File: src/rtl/cmp_arbiter.sv
// rtl/cmp_arbiter.sv - round-robin arbiter sharing one subtract/compare ALU between two requesters
module cmp_arbiter #(
    parameter int WIDTH   = 32,
    parameter int TIMEOUT = 15
) (
    input  logic             clk,
    input  logic             rst_n,

    input  logic             req0_valid,
    output logic             req0_ready,
    input  logic [WIDTH-1:0] req0_a,
    input  logic [WIDTH-1:0] req0_b,
    input  logic [1:0]       req0_op,
    output logic             resp0_valid,
    input  logic             resp0_ready,
    output logic             resp0_taken,
    output logic             resp0_err,

    input  logic             req1_valid,
    output logic             req1_ready,
    input  logic [WIDTH-1:0] req1_a,
    input  logic [WIDTH-1:0] req1_b,
    input  logic [1:0]       req1_op,
    output logic             resp1_valid,
    input  logic             resp1_ready,
    output logic             resp1_taken,
    output logic             resp1_err,

    output logic [WIDTH-1:0] alu_a,
    output logic [WIDTH-1:0] alu_b,
    output logic             alu_sub,
    output logic             alu_start,
    input  logic             alu_done,
    input  logic             cmp_eql,
    input  logic             cmp_slt,
    input  logic             alu_cout
);

    typedef enum logic [1:0] {
        S_IDLE,
        S_ISSUE,
        S_WAIT,
        S_RESP
    } state_t;

    localparam logic [7:0] CNT_LAST = 8'(TIMEOUT - 1);

    state_t     state;
    logic       rr;
    logic       gnt;
    logic [1:0] op_q;
    logic [7:0] cnt;
    logic       resp_hs;
    logic       cond;

    // rr = 0 favours port 0 when both request in the same cycle
    assign req0_ready = (state == S_IDLE) && req0_valid && (!req1_valid || !rr);
    assign req1_ready = (state == S_IDLE) && req1_valid && (!req0_valid || rr);

    assign resp_hs = gnt ? resp1_ready : resp0_ready;

    always_comb begin
        cond = 1'b0;
        case (op_q)
            2'b00:   cond = cmp_eql;
            2'b01:   cond = !cmp_eql;
            2'b10:   cond = cmp_slt;
            default: cond = !alu_cout;
        endcase
    end

    always_ff @(posedge clk or negedge rst_n) begin
        if (!rst_n) begin
            state       <= S_IDLE;
            rr          <= 1'b0;
            gnt         <= 1'b0;
            op_q        <= 2'b00;
            cnt         <= 8'd0;
            alu_a       <= '0;
            alu_b       <= '0;
            alu_sub     <= 1'b0;
            alu_start   <= 1'b0;
            resp0_valid <= 1'b0;
            resp0_taken <= 1'b0;
            resp0_err   <= 1'b0;
            resp1_valid <= 1'b0;
            resp1_taken <= 1'b0;
            resp1_err   <= 1'b0;
        end else begin
            case (state)
                S_IDLE: begin
                    if (req0_ready || req1_ready) begin
                        gnt       <= req1_ready;
                        alu_a     <= req1_ready ? req1_a  : req0_a;
                        alu_b     <= req1_ready ? req1_b  : req0_b;
                        op_q      <= req1_ready ? req1_op : req0_op;
                        alu_start <= 1'b1;
                        alu_sub   <= 1'b1;
                        state     <= S_ISSUE;
                    end
                end
                S_ISSUE: begin
                    alu_start <= 1'b0;
                    cnt       <= 8'd0;
                    state     <= S_WAIT;
                end
                S_WAIT: begin
                    if (alu_done) begin
                        alu_sub     <= 1'b0;
                        resp0_valid <= !gnt;
                        resp0_taken <= !gnt && cond;
                        resp0_err   <= 1'b0;
                        resp1_valid <= gnt;
                        resp1_taken <= gnt && cond;
                        resp1_err   <= 1'b0;
                        state       <= S_RESP;
                    end else if (cnt == CNT_LAST) begin
                        // ALU never answered: report not-taken with error
                        alu_sub     <= 1'b0;
                        resp0_valid <= !gnt;
                        resp0_taken <= 1'b0;
                        resp0_err   <= !gnt;
                        resp1_valid <= gnt;
                        resp1_taken <= 1'b0;
                        resp1_err   <= gnt;
                        state       <= S_RESP;
                    end else begin
                        cnt <= cnt + 8'd1;
                    end
                end
                S_RESP: begin
                    if (resp_hs) begin
                        resp0_valid <= 1'b0;
                        resp0_taken <= 1'b0;
                        resp0_err   <= 1'b0;
                        resp1_valid <= 1'b0;
                        resp1_taken <= 1'b0;
                        resp1_err   <= 1'b0;
                        rr          <= !gnt;
                        state       <= S_IDLE;
                    end
                end
                default: state <= S_IDLE;
            endcase
        end
    end

endmodule

File: config.mk
export PLATFORM = sky130hd
export DESIGN_NAME = cmp_arbiter
export DESIGN_NICKNAME = d
export VERILOG_FILES = /design/src/rtl/cmp_arbiter.sv
export SDC_FILE = /design/constraint.sdc
export NUM_CORES = 1
export LEC_CHECK = 0
export ABC_AREA = 1
export BUFFER_PORTS_ARGS = -buffer_cell sky130_fd_sc_hd__buf_4
export CORE_UTILIZATION = 40
export CTS_BUF_LIST = sky130_fd_sc_hd__clkbuf_4 sky130_fd_sc_hd__clkbuf_8
export DETAILED_ROUTE_END_ITERATION = 8
export MAX_ROUTING_LAYER = met4
export PLACE_DENSITY = 0.81
export RECOVER_POWER = 25
export SETUP_SLACK_MARGIN = 0.15
export SYNTH_ARGS = -nofsm -noshare
export SYNTH_HDL_FRONTEND = slang
export SYNTH_SLANG_ARGS = --single-unit
File: constraint.sdc
create_clock -name clk -period 1.5 [get_ports clk]
set_clock_uncertainty 0.05 [all_clocks]
set_input_delay 0.075 -clock clk [delete_from_list [all_inputs] [get_ports clk]]
set_output_delay 0.075 -clock clk [all_outputs]
set_load 0.02 [all_outputs]
==> impl_metrics.yaml, run 1 <==
yosys:
  syn_area_sq_um: 4115
  synth.distinct_cells: 21
  syn-num-nets: 667
  synth_area_per_cell_sq_um: 7.944
  synthCells: 518
  yosys_warnings: 0
  ys_ff_latch: 86
  ys_seq_area_share_pct: 52.30
outcome:
  status: "aborted with a tool error"
  tool.error: "[ERROR GRT-0232] Routing congestion too high. Check the congestion heatmap in the GUI."
  lastStage: "global routing (5_1_grt)"
clock_network:
  h-tree-depth: 3
  tritoncts.num_buffers: 9
  cts_buffer_depth: 2
  cts.sinks: 86
  root_buffer: "clkbuf_8"
floorplanning:
  die_w_um: 103.4
  pin_count: 216
  initial_core_util_pct: 41.72
  rows: 36
  die_h_um: 103.4
place:
  port_buffers: 215
  hpwlAfterDp_mm: 9.191
  gp_congestion: 0.8211
global_routing:
  grt_use_total_pct: 79.00
  grt_max_degree: 37
  grt-ovfl-total: 123
timing:
  worst-ep-kind: "register input"
  worst_endpoint: "op_q[0]$_DFFE_PN0P_/D"
## repair_timing
action | 4_1_cts
pin swaps | 42
buffers inserted | 22
endpoints found under the setup margin | 87
hold buffers | 135
hold endpoints to repair | 156
resized for setup | 96
gates cloned | 20
## synth_stat cells
cell | n | share of area, %
a211oi_1 | 1 | 0.18
a21oi_1 | 3 | 0.36
a21oi_4 | 1 | 0.40
a31oi_1 | 66 | 10
buf_2 | 19 | 2.3
buf_4 | 1 | 0.18
clkbuf_1 | 9 | 0.82
dfrtp_1 | 86 | 52
ha_1 | 7 | 2.1
inv_1 | 20 | 1.8
inv_2 | 1 | 0.091
nand2_1 | 185 | 17
nand3_1 | 17 | 2.1
nand3_2 | 1 | 0.24
nand4_1 | 1 | 0.15
nor2_1 | 84 | 7.7
o21ai_0 | 11 | 1.3
o21ai_1 | 1 | 0.12
o21bai_2 | 1 | 0.27
xnor2_1 | 2 | 0.43
xor2_1 | 1 | 0.21
## cells by family after synthesis
| kind of cell | Yosys count | synth area share, % |
|---|---|---|
| AOI/OAI and AO/OA | 84 | 12.71 |
| xor gates and xnor gates | 3 | 0.6386 |
| adders and majority gates | 7 | 2.128 |
| and+or+nand+nor | 288 | 27.00 |
| DFF | 86 | 52.30 |
| buffers and inverters | 50 | 5.229 |
## per-layer routing
| layer | global-route usage (%) | overflow |
|---|---|---|
| met5 | - | - |
| met4 | 88.52 | 46 |
| met3 | 56.25 | 1 |
| met2 | 96.74 | 75 |
| met1 | 74.77 | 1 |
## metrics by stage
step           util [%]  instances  setup TNS (ns)  instance area (sq um)  worst slack [ns]
4_1_cts           88.55       1056          -3.263                   8735           -0.1131
2_1_floorplan         -        518               0                   4218           0.07275
3_5_place_dp      61.38        863          -2.621                   6055           -0.1002
3_3_place_gp      61.38        863        -0.01230                   6055          -0.01230
==> run 2: changes to the inputs <==
Settings changed: CORE_UTILIZATION 40 to 25, CTS_BUF_LIST sky130_fd_sc_hd__clkbuf_4 sky130_fd_sc_hd__clkbuf_8 to unset, MAX_ROUTING_LAYER met4 to unset, PLACE_DENSITY 0.81 to unset, PLACE_DENSITY_LB_ADDON set to 0.15, SETUP_SLACK_MARGIN 0.15 to unset.
Clock period 1.5 ns to 1.95 ns, I/O delays scaled along.
==> impl_metrics.yaml, run 2 <==
outcome:
  status: "completed"
layout:
  fillers: 1507
  final_cell_mix: "196 x buf_4, 185 x nand2_1, 134 x dlygate4sd3_1"
  drive_gt1_share_pct: 25.69
  fin_nets: 1009
  final_common_cell: "buf_4"
  antenna_cells: 0
  top_regs: "alu_a (32), alu_b (32), cnt (8)"
  final_util_pct: 47.36
  syn_to_final_growth_pct: 84.13
  final_area_sq_um: 7577
min_path:
  hp-start: "resp1_ready"
  hp-class: "in -> reg"
  worst_hold_path.endpoint: "rr$_DFFE_PN0P_"
  hold_depth: 4
setup_path:
  cpMostUsedCell: "buf_4"
  critPathKind: "reg -> out"
  reg2reg_to: "alu_a[6]$_DFFE_PN0P_"
  cp_slowest_cell: "dfrtp_1"
  r2r_cells: 6
  worstPathCellList: "inv_1 > ha_2 > nand3_2 > clkinv_4 > buf_4 > buf_4"
  crit_family: "buffers and inverters"
  max_stage_delay_ns: 0.41
  cp-end-kind: "primary output"
  worstPathMaxFanout: 10
  required_ns: 1.80
  regToRegSetupSlack_ns: 0.24
  critPathArrivalTime_ns: 1.68
  timing.rr.start: "state[1]$_DFFE_PN0P_"
  worstSetupStartpointType: "register"
  crit_buf_inv: 4
clock_network:
  cts_buffer_depth: 2
  cts.sinks: 86
  cts_tree: "built"
  h-tree-depth: 3
  path_clk_slew_ns: 0.06
  root_buffer: "clkbuf_16"
  post-cts-setup-buffers: 0
  tritoncts.num_buffers: 9
  clk_latency_ns: 0.34
yosys:
  synth_area_per_cell_sq_um: 7.944
  yosysTopAreaCellShare_pct: 52.30
  synth_flop_cell: "dfrtp_1"
  synth_top_cell_by_area: "dfrtp_1"
  ys_seq_area_share_pct: 52.30
  syn_area_sq_um: 4115
  synthTopCellsByArea: "dfrtp_1 52%, nand2_1 17%, a31oi_1 10%"
  ys_ff_latch: 86
  synth-edff-count: 0
  async_flop_share_pct: 100.0
  yosys_warnings: 0
  synthCells: 518
  synth.top_cells.by_count: "185 x nand2_1, 86 x dfrtp_1, 84 x nor2_1, 66 x a31oi_1, 20 x inv_1"
  syn-num-nets: 667
  synth.distinct_cells: 21
  synth.most_common_cell: "nand2_1"
floorplanning:
  die_w_um: 130.3
  core_sq_um: 16000
  rows: 46
  die_h_um: 130.3
  pin_count: 216
  initial_core_util_pct: 25.72
  die-area_sq_um: 16980
global_routing:
  grt_use_total_pct: 16.82
  grt_pass1_wl_mm: 22.18
  grt_pass1_vias: 4863
  grt-ovfl-total: 0
  grt_max_degree: 76
  antenna_found_initial: 0
place:
  gp_congestion: 0.7949
  placed_area_sq_um: 6008
  hpwlAfterDp_mm: 9.224
  port_buffers: 215
  dpl_worst_slack_ns: 0.1780
timing:
  max_freq_ghz: 0.5466
  layout_min_cycle_time_ns: 1.829
  drv_slew: 0
  fin_tns_setup_ns: 0
  rsz0062_at_grt: "no"
  hold_viol: 0
  worst_pin_slew_ns: 1.014
  fin_hold_ws_ns: 0.04866
  slew_headroom_pct: 32.43
  min_period_over_period_pct: 93.82
  fin_ws_ns: 0.1206
  setup_viol: 0
power_and_ir_drop:
  power.leakage_uw: 0.003569
  p_per_area_nw_per_um2: 1313
  max-vdd-ir-drop_uv: 602.9
routing:
  firstDrtPassIters: 5
  wl_per_cell_um: 13.11
  vias_per_cell: 4.419
  vias: 4772
  drt_iter0_drc: 215
  ant_nets: 0
  drc: 0
  postRouteWirelength_mm: 14.16
job:
  cap_violations: 0
[run 2: cell counts after synthesis]
No cell type changed its count.
[run 2: logic make-up after synthesis]
kind of cell | share of synthesized area (%)
and+or+nand+nor | 27.00
DFF | 52.30
AOI/OAI and AO/OA | 12.71
xor gates and xnor gates | 0.6386
adders and majority gates | 2.128
buffers and inverters | 5.229
[run 2: stage by stage]
stage | instances | power, uW
after detailed placement | 931 | 8195
after floorplan | 518 | 6037
after global placement | 931 | 8135
final | 1080 | 9952
after global routing | 1080 | 10740
after CTS | 1080 | 10290
[run 2: how the worst max path moves through the flow]
| stage | startpoint | end | slack [ns] | cells after the start |
|---|---|---|---|---|
| after floorplan | state[0]$_DFFE_PN0P_ | alu_a[14]$_DFFE_PN0P_ | 0.37 | 7 |
| after global placement | cnt[0]$_DFFE_PN0P_ | cnt[4]$_DFFE_PN0P_ | 0.25 | 7 |
| after detailed placement | cnt[0]$_DFFE_PN0P_ | cnt[2]$_DFFE_PN0P_ | 0.18 | 7 |
| after CTS | state[0]$_DFFE_PN0P_ | req1_ready | 0.01 | 6 |
| after global routing | state[1]$_DFFE_PN0P_ | req1_ready | 0.003 | 6 |
| final | state[1]$_DFFE_PN0P_ | req1_ready | 0.12 | 6 |
[run 2: routing by layer]
metal	global-route usage (%)	up-vias	share of wire, %
li1	-	2380	-
met1	18.91	2200	42
met2	30.23	174	50
met3	4.059	18	6.5
met4	7.114	0	1.7
met5	0	-	0
[run 2: worst min-delay path, delay by kind of cell]
kind                   cells  cell delay [ns]
buffers and inverters      1             0.08
AO/OA/AOI/OAI              1             0.05
AND/OR/NAND/NOR            2             0.17
[run 2: power breakdown]
part	leakage [uW]	switching, uW	internal, uW	total, uW
clock network	0.000146	695	1110	1810
logic	0.00243	2990	2040	5030
registers	0.000991	489	2630	3120
[run 2: cell type report]
type | count | area, sq um | share of cell area [%]
Timing Repair Buffer | 360 | 3008 | 39.70
Sequential cell | 86 | 2152 | 28.40
Multi-Input combinational cell | 382 | 1758 | 23.20
Tap cell | 216 | 270.3 | 3.567
Clock buffer | 11 | 232.7 | 3.071
Inverter | 21 | 83.83 | 1.106
Clock inverter | 4 | 72.57 | 0.9577
[run 2: what timing repair did]
item,in CTS,in global routing
gates resized for setup,1,5
endpoints found under the setup margin,1,3
cloned,0,0
hold buffers,134,0
endpoints found under the hold margin,105,0
pin swaps,0,0
Power figures use the tool's default switching activity.
==> run 3: changes to the inputs <==
Settings changed: CAP_MARGIN set to 20, CORE_ASPECT_RATIO set to 2, RECOVER_POWER 25 to 50.
==> impl_metrics.yaml, run 3 (synthesis gave the netlist of run 2 again) <==
clock_network:
  cts_buffer_depth: 2
  post-cts-setup-buffers: 0
  cts_tree: "built"
  cts.sinks: 86
  clk_latency_ns: 0.33
  tritoncts.num_buffers: 9
  h-tree-depth: 3
  path_clk_slew_ns: 0.06
  root_buffer: "clkbuf_16"
job:
  cap_violations: 0
setup_path:
  max_stage_delay_ns: 0.42
  critPathKind: "reg -> out"
  r2r_cells: 6
  worstSetupStartpointType: "register"
  required_ns: 1.80
  regToRegSetupSlack_ns: 0.15
  worstSetupStartpoint: "state[0]$_DFFE_PN0P_"
  worstPathCellList: "inv_1 > ha_2 > nand3_4 > inv_4 > buf_12 > buf_4"
  worstPathMaxFanout: 15
  cp-end-kind: "primary output"
  cp_slowest_cell: "dfrtp_1"
  reg2reg_to: "alu_b[23]$_DFFE_PN0P_"
  timing.rr.start: "state[0]$_DFFE_PN0P_"
  critPathArrivalTime_ns: 1.68
timing:
  worst_pin_slew_ns: 0.9365
  slew_headroom_pct: 37.56
  drv_slew: 0
  fin_hold_ws_ns: 0.01800
  min_period_over_period_pct: 93.89
  setup_viol: 0
  max_freq_ghz: 0.5462
  layout_min_cycle_time_ns: 1.831
  hold_viol: 0
routing:
  m1WireLength_mm: 5.647
  drt_iter0_drc: 138
  vias: 4911
  vias_per_cell: 4.594
  postRouteWirelength_mm: 15.73
  ant_nets: 0
  wl_met2_mm: 8.776
  firstDrtPassIters: 4
  routed.top_layer: "met4"
  wl_per_cell_um: 14.71
  drc: 0
  routed-wl-met3_um: 660
global_routing:
  antenna_found_initial: 0
  grt_pass1_vias: 4952
  grt_max_degree: 86
  grt-ovfl-total: 0
  grt_use_total_pct: 17.81
  grt_pass1_wl_mm: 23.66
floorplanning:
  die-area_sq_um: 17010
  rows: 66
  die_h_um: 183.4
  pin_count: 216
  die_w_um: 92.72
  initial_core_util_pct: 25.43
  core_sq_um: 16190
layout:
  stdcell_count: 1069
  fillers: 1615
  top_regs: "alu_a (32), alu_b (32), cnt (8)"
  final_common_cell: "nand2_1"
  fin_nets: 1009
  final_area_sq_um: 7412
  final_util_pct: 45.79
  drive_gt1_share_pct: 20.46
  final_cell_mix: "185 x nand2_1, 147 x buf_4, 133 x dlygate4sd3_1"
  antenna_cells: 0
  syn_to_final_growth_pct: 80.12
power_and_ir_drop:
  p_per_area_nw_per_um2: 1310
  power.leakage_uw: 0.003410
  total_power_uw: 9711
  max-vdd-ir-drop_uv: 515.4
outcome:
  status: "completed"
place:
  port_buffers: 215
  gp_congestion: 0.7816
  dp_cells: 918
  hpwlAfterDp_mm: 10.29
  placed_area_sq_um: 5986
min_path:
  hp-start: "req0_b[3]"
  hold_depth: 3
  worst_hold_path.endpoint: "alu_b[3]$_DFFE_PN0P_"
  hp-class: "in -> reg"
run 3: changes by cell type in the layout (fill, tap and decap cells not counted), sizes merged, moves of 2 or more:
| cell | previous run | this run |
|---|---|---|
| buf | 201 | 152 |
| clkinv | 2 | 0 |
| clkbuf | 36 | 87 |
| inv | 20 | 22 |
run 3: power by group:
part / switching, uW / internal, uW / leakage (uW)
Sequential: 473 / 2630 / 0.000991
Combinational: 3160 / 1670 / 0.00227
Clock: 712 / 1070 / 0.000145
Total: 4340 / 5370 / 0.00341
run 3: stage by stage:
step / setup slack [ns] / setup TNS [ns]
2_1_floorplan: 0.3651 / 0
3_3_place_gp: 0.09699 / 0
3_5_place_dp: 0.02482 / 0
4_1_cts: 0.01516 / 0
5_1_grt: -0.0009603 / -0.0009603
6_report: 0.1191 / 0
run 3: worst max path at each step:
| stage | to | slack (ns) | depth (start not counted) |
|---|---|---|---|
| 2_1_floorplan | alu_a[14]$_DFFE_PN0P_ | 0.37 | 7 |
| 3_3_place_gp | cnt[5]$_DFFE_PN0P_ | 0.1 | 7 |
| 3_5_place_dp | cnt[4]$_DFFE_PN0P_ | 0.02 | 7 |
| 4_1_cts | cnt[5]$_DFFE_PN0P_ | 0.02 | 7 |
| 5_1_grt | cnt[5]$_DFFE_PN0P_ | -0.001 | 7 |
| 6_report | req1_ready | 0.12 | 6 |
run 3: routing by layer:
metal / vias to the layer above / global-route usage [%]
li1: 2373 / -
met1: 2323 / 17.51
met2: 177 / 34.31
met3: 38 / 3.681
met4: 0 / 8.862
met5: - / 0
run 3: layout make-up:
| class | count | area, sq um | area share [%] |
|---|---|---|---|
| inverter | 21 | 81.33 | 1.097 |
| sequential | 86 | 2152 | 29.03 |
| clock inverter | 4 | 53.80 | 0.7259 |
| multi-input combinational | 382 | 1770 | 23.89 |
| clock buffer | 12 | 256.5 | 3.460 |
| tap | 204 | 255.2 | 3.444 |
| timing repair buffer | 360 | 2843 | 38.35 |
run 3: what timing repair did:
action                     CTS  global route
pin swaps                    0             1
hold endpoints to repair   103             0
resized for setup            1             5
setup endpoints to repair    1            40
hold buffers               133             0
gates cloned                 0             2
run 3: critical path, delay by kind of cell (launching register included):
kind,cells,cell delay [ns]
adder cells (fa/ha/maj),1,0.23
buffers and inverters,4,0.56
flip-flops,1,0.42
AND/OR/NAND/NOR,1,0.13
